--- config.mk ---
export PLATFORM = sky130hd
export DESIGN_NAME = hsi_rx_deserializer
export DESIGN_NICKNAME = d
export VERILOG_FILES = /design/src/rtl/hsi_pkg.sv /design/src/rtl/hsi_bit_sync.sv /design/src/rtl/hsi_rx_deserializer.sv
export SDC_FILE = /design/constraint.sdc
export NUM_CORES = 1
export LEC_CHECK = 0
export ABC_AREA = 1
export CAP_MARGIN = 30
export CORE_AREA = 2 2 48 84
export DETAILED_ROUTE_END_ITERATION = 8
export DIE_AREA = 0 0 50 86
export PLACE_DENSITY = 0.7
export SYNTH_ARGS = -nofsm -noshare
export SYNTH_HDL_FRONTEND = slang
export SYNTH_SLANG_ARGS = --single-unit
export TNS_END_PERCENT = 10
--- constraint.sdc ---
create_clock -name clk -period 1.2 [get_ports clk]
set_input_delay 0.24 -clock clk [delete_from_list [all_inputs] [get_ports clk]]
set_output_delay 0.24 -clock clk [all_outputs]
set_load 0.02 [all_outputs]
--- src/rtl/hsi_pkg.sv ---
// Definitions shared by the HSI serial receive and transmit paths:
// state encoding, default frame geometry and the parity polarity.
package hsi_pkg;

  typedef enum logic [2:0] {
    ST_IDLE   = 3'd0,
    ST_START  = 3'd1,
    ST_DATA   = 3'd2,
    ST_PARITY = 3'd3,
    ST_STOP   = 3'd4,
    ST_BREAK  = 3'd5
  } hsi_state_e;

  localparam int HSI_DATA_W = 8;
  localparam int HSI_OVS    = 8;

  // XOR over data plus parity bit equals this value on a good frame.
  localparam logic HSI_PARITY_ODD = 1'b1;

  function automatic logic maj3(input logic a, input logic b, input logic c);
    return (a & b) | (a & c) | (b & c);
  endfunction

endpackage

--- src/rtl/hsi_bit_sync.sv ---
// Two-flop synchroniser for the serial line plus the mid-bit sample history
// used for the 2-of-3 majority decision.
module hsi_bit_sync
  import hsi_pkg::*;
(
  input  logic clk,
  input  logic rst,
  input  logic rx_line,
  input  logic sample_en,
  output logic rx_s,
  output logic majority
);

  logic       meta;
  logic       sync;
  logic [1:0] hist;

  always_ff @(posedge clk) begin
    if (rst) begin
      meta <= 1'b1;
      sync <= 1'b1;
      hist <= 2'b11;
    end else begin
      meta <= rx_line;
      sync <= meta;
      if (sample_en) hist <= {hist[0], sync};
    end
  end

  assign rx_s = sync;
  // The third sample is the live synchronised value on the decision tick.
  assign majority = maj3(hist[1], hist[0], sync);

endmodule

--- src/rtl/hsi_rx_deserializer.sv ---
// HSI serial receive front end: oversampled start/data/parity/stop framing
// with majority voting, reporting each byte as a one-cycle data_valid pulse.
module hsi_rx_deserializer
  import hsi_pkg::*;
#(
  parameter int DATA_W    = HSI_DATA_W,
  parameter int OVS       = HSI_OVS,
  parameter int PARITY_EN = 1
) (
  input  logic              clk,
  input  logic              rst,
  input  logic              rx_clk_en,
  input  logic              rx_line,
  output logic [DATA_W-1:0] data,
  output logic              data_valid,
  output logic              parity_err,
  output logic              frame_err,
  output logic              busy
);

  localparam int CW = (OVS > 2) ? $clog2(OVS) : 1;
  localparam int IW = (DATA_W > 1) ? $clog2(DATA_W) : 1;

  localparam logic [2:0] IDLE   = ST_IDLE;
  localparam logic [2:0] START  = ST_START;
  localparam logic [2:0] DATA   = ST_DATA;
  localparam logic [2:0] PARITY = ST_PARITY;
  localparam logic [2:0] STOP   = ST_STOP;
  localparam logic [2:0] BREAK  = ST_BREAK;

  logic [2:0]        state;
  logic [CW-1:0]     cnt;
  logic [IW-1:0]     idx;
  logic [DATA_W-1:0] shift;
  logic              p;
  logic              rx_s;
  logic              majority;
  logic              sample_en;
  logic              decide;
  logic              last;
  logic [CW-1:0]     cnt_next;

  assign sample_en = rx_clk_en && ((cnt == CW'(OVS/2 - 1)) || (cnt == CW'(OVS/2)));
  assign decide    = rx_clk_en && (cnt == CW'(OVS/2 + 1));
  assign last      = (cnt == CW'(OVS - 1));
  assign cnt_next  = last ? '0 : cnt + CW'(1);
  assign busy      = (state != IDLE);

  hsi_bit_sync u_bit_sync (
    .clk       (clk),
    .rst       (rst),
    .rx_line   (rx_line),
    .sample_en (sample_en),
    .rx_s      (rx_s),
    .majority  (majority)
  );

  always_ff @(posedge clk) begin
    if (rst) begin
      state      <= IDLE;
      cnt        <= '0;
      idx        <= '0;
      shift      <= '0;
      p          <= 1'b0;
      data       <= '0;
      data_valid <= 1'b0;
      parity_err <= 1'b0;
      frame_err  <= 1'b0;
    end else begin
      data_valid <= 1'b0;
      if (rx_clk_en) begin
        case (state)
          IDLE: begin
            cnt <= '0;
            if (!rx_s) begin
              state <= START;
              cnt   <= CW'(1);
            end
          end
          START: begin
            cnt <= cnt_next;
            if (decide && majority) begin
              state <= IDLE;
              cnt   <= '0;
            end else if (last) begin
              state <= DATA;
              idx   <= '0;
            end
          end
          DATA: begin
            cnt <= cnt_next;
            if (decide) shift[idx] <= majority;
            if (last) begin
              if (idx == IW'(DATA_W - 1)) begin
                idx   <= '0;
                state <= (PARITY_EN != 0) ? PARITY : STOP;
              end else begin
                idx <= idx + IW'(1);
              end
            end
          end
          PARITY: begin
            cnt <= cnt_next;
            if (decide) p <= majority;
            if (last) state <= STOP;
          end
          STOP: begin
            cnt <= cnt_next;
            if (decide) begin
              data       <= shift;
              parity_err <= (PARITY_EN != 0) ? ((^shift ^ p) != HSI_PARITY_ODD) : 1'b0;
              frame_err  <= ~majority;
              data_valid <= 1'b1;
              cnt        <= '0;
              // Leaving at mid-stop lets a following start bit be caught early.
              state      <= majority ? IDLE : BREAK;
            end
          end
          BREAK: begin
            cnt <= '0;
            if (rx_s) state <= IDLE;
          end
          default: begin
            state <= IDLE;
            cnt   <= '0;
          end
        endcase
      end
    end
  end

endmodule

==> reports/results.ini <==
[outcome]
status = complete, but fails checks
violations = setup timing

[synthesis]
avgSynthCellArea_um2 = 7.01
syn-cell-area_um2 = 1780
yosys_warnings = 0
synth.area.mux_share_pct = 0
synth_top_family_by_area = simple AND/OR/NAND/NOR gates
synth_fa_ha_area_share_pct = 4.22
synth_simple_gate_area_share_pct = 35.1
synth_top_area_cell = dfxtp_1
yosysTopAreaCellShare_pct = 37.1
synthTopCellsByArea = dfxtp_1, nand2_1, nor2_1, inv_1, nand3_1
seq_area_frac_synth_pct = 37.1
synth_compound_area_share_pct = 12.2
synth_fp_nets = 264
synth.ff_latch_count = 33
synth_cells = 254
post_synth_num_cell_types = 30
synth_xor_area_share_pct = 0.984

[cells_and_area]
final_common_cell = nand2_1
finalNetCount = 307
drive_above_1_share_pct = 31.5
n_fill_cell = 317
layout_common_cells = nand2_1, inv_1, nor2_1
area.growth.synth_to_final_pct = 35.6
insertedDiodeCount = 0

[sta]
hold_viol_final = 0
setup-violations-final = 29
worst_slack_ns = -0.174
rsz0062_at_grt = yes
setup_tns_ns = -2.84
slew_headroom_pct = 83.6
period_share_pct = 115
fin_skew_ns = 0.00948
worst_pin_slew_ns = 0.245
finalCriticalPeriod_ns = 1.37
maxSlewViolCount = 0
clock.fmax_mhz = 728

[floorplanning]
start_util_pct = 49.6
io_pins = 16
core_um2 = 3590
dieArea_um2 = 4300
rows = 29
die_h_um = 86
dieWidth_um = 50

[grt]
antenna_found_initial = 0
grt_pass1_vias = 1596
grt_pass1_wl_um = 6550
grt_max_degree = 26
grt_use_total_pct = 20.2
grt_overflow = 0

[setup_path]
r2r_cells = 8
r2r_slack_ns = -0.17
timing.rr.end = state[0]
worstSetupStartpointType = flip-flop
timing.rr.start = idx[0]
endpoint_kind = flip-flop
path_class = reg -> reg
critPathMaxFanout = 6
crit_arrival_ns = 1.55
critPathRequiredTime_ns = 1.38

[pwr]
power.leakage_nw = 1.09
powerDensity_nw_per_um2 = 1380
vdd_ir_drop_max_mv = 1.12

[placement]
dpl_worst_slack_ns = -0.494
gp_congestion = 0.870
place_hpwl_um = 2990
portBuffers = 15

[clocking]
cts.clk_slew.worst_paths_ns = 0.07
h-tree-depth = 2
holdBufCountCts = 0
cts.path.max_buffers = 2
cts_tree = done
cts_root_buffer = clkbuf_8
clock_sinks = 33
cts_buffers = 5
worstSkewPairLatency_ns = 0.29

[route]
post_drt_wl_per_cell_um = 12.0
drt_iter0_markers = 31
wirelength_um = 4120
drc_errors = 0
vias = 1717
avgViaCountPerCell = 4.99
ant_nets = 0
firstDrtPassIters = 3

[hold_path]
min_to = u_bit_sync.rx_s
hold_class = reg -> reg
hp-start = u_bit_sync.meta
holdPathStages = 1

[run]
drv_cap = 0

state kept, by name, indices dropped and copies added, names as in the netlist:
name	flops
parity_err	1
cnt	3
p	1
u_bit_sync.hist	2
u_bit_sync.meta	1
idx	3
data	8
data_valid	1
u_bit_sync.rx_s	1
frame_err	1
state	3
shift	8
layout make-up:
class                      count  area (µm²)  area share (%)
timing repair buffer          43         354            14.7
tap                           46        57.6            2.38
inverter                      37         139            5.75
multi-input combinational    177        1070            44.4
clock buffer                   6        82.6            3.42
sequential                    33         672            27.8
clock inverter                 2        37.5            1.56
metrics by stage:
step / area, µm² / std cells / power, mW / hold slack (ns) / util (%)
6_report: 2410 / 344 / 3.32 / 0.410 / 67.2
5_1_grt: 2410 / 344 / 3.46 / 0.425 / 67.2
4_1_cts: 2320 / 343 / 3.25 / 0.411 / 64.7
3_5_place_dp: 2200 / 335 / 2.13 / 0.393 / 61.1
3_3_place_gp: 2200 / 335 / 2.12 / 0.397 / 61.1
2_1_floorplan: 1820 / 254 / 1.78 / 0.344 / -
what timing repair did:
| action | in CTS | in global routing |
|---|---|---|
| pin swaps | 3 | 3 |
| buffers inserted | 0 | 1 |
| endpoints found under the setup margin | 43 | 41 |
| gates resized for setup | 27 | 40 |
per-layer routing:
| layer | vias up | share of wire [%] | track usage (%) |
|---|---|---|---|
| met5 | - | 0 | 0 |
| met1 | 795 | 36 | 18.2 |
| met2 | 18 | 59 | 38.4 |
| li1 | 895 | - | - |
| met3 | 9 | 1.9 | 4.01 |
| met4 | 0 | 2.8 | 14.1 |
worst max-delay path, cell delays in order (launching register included):
cell and delay [ns]:
dfxtp_2 0.33, ha_1 0.20, ha_1 0.18, inv_1 0.07
nand3_1 0.11, nand3_2 0.10, nor2_4 0.06, a21oi_1 0.16
nor2_1 0.06
synth_stat cells:
master / number
nor4_1: 1
o22ai_1: 1
nand3_1: 16
o21ai_1: 1
nand4_1: 3
inv_2: 2
nand3_4: 1
o21ai_0: 13
xnor2_1: 2
inv_1: 35
nor2_1: 38
o211ai_1: 2
nor2_4: 2
nor2_2: 2
nand3_2: 1
o31ai_1: 1
nor3_1: 9
buf_4: 2
dfxtp_1: 33
buf_6: 1
ha_1: 6
nand2_2: 2
nor2_8: 1
a21oi_1: 15
or2_2: 2
nand2_1: 49
buf_2: 4
and2_1: 1
o21ai_2: 5
nand2_4: 3
logic make-up (layout without fill, tap and decap cells):
family / Yosys count / count (layout)
adders and majority gates: 6 / 6
DFF: 33 / 33
AOI/OAI and AO/OA: 38 / 38
xor gates and xnor gates: 2 / 2
buffers and inverters: 44 / 88
and+or+nand+nor: 131 / 131
power breakdown:
group	total, mW	internal [mW]	switching, mW
Sequential	1.18	1.15	0.0377
Combinational	1.03	0.423	0.611
Clock	1.11	0.675	0.432
how the worst max path moves through the flow:
stage	slack (ns)	to	startpoint
finish	-0.17	state[0]	idx[0]
floorplan	-0.08	state[0]	cnt[1]
global route	-0.28	state[0]	idx[0]
global placement	-0.46	state[0]	rx_clk_en
detailed placement	-0.49	state[0]	rx_clk_en
CTS	-0.18	state[0]	cnt[1]
(Power assumes the default switching activity.)
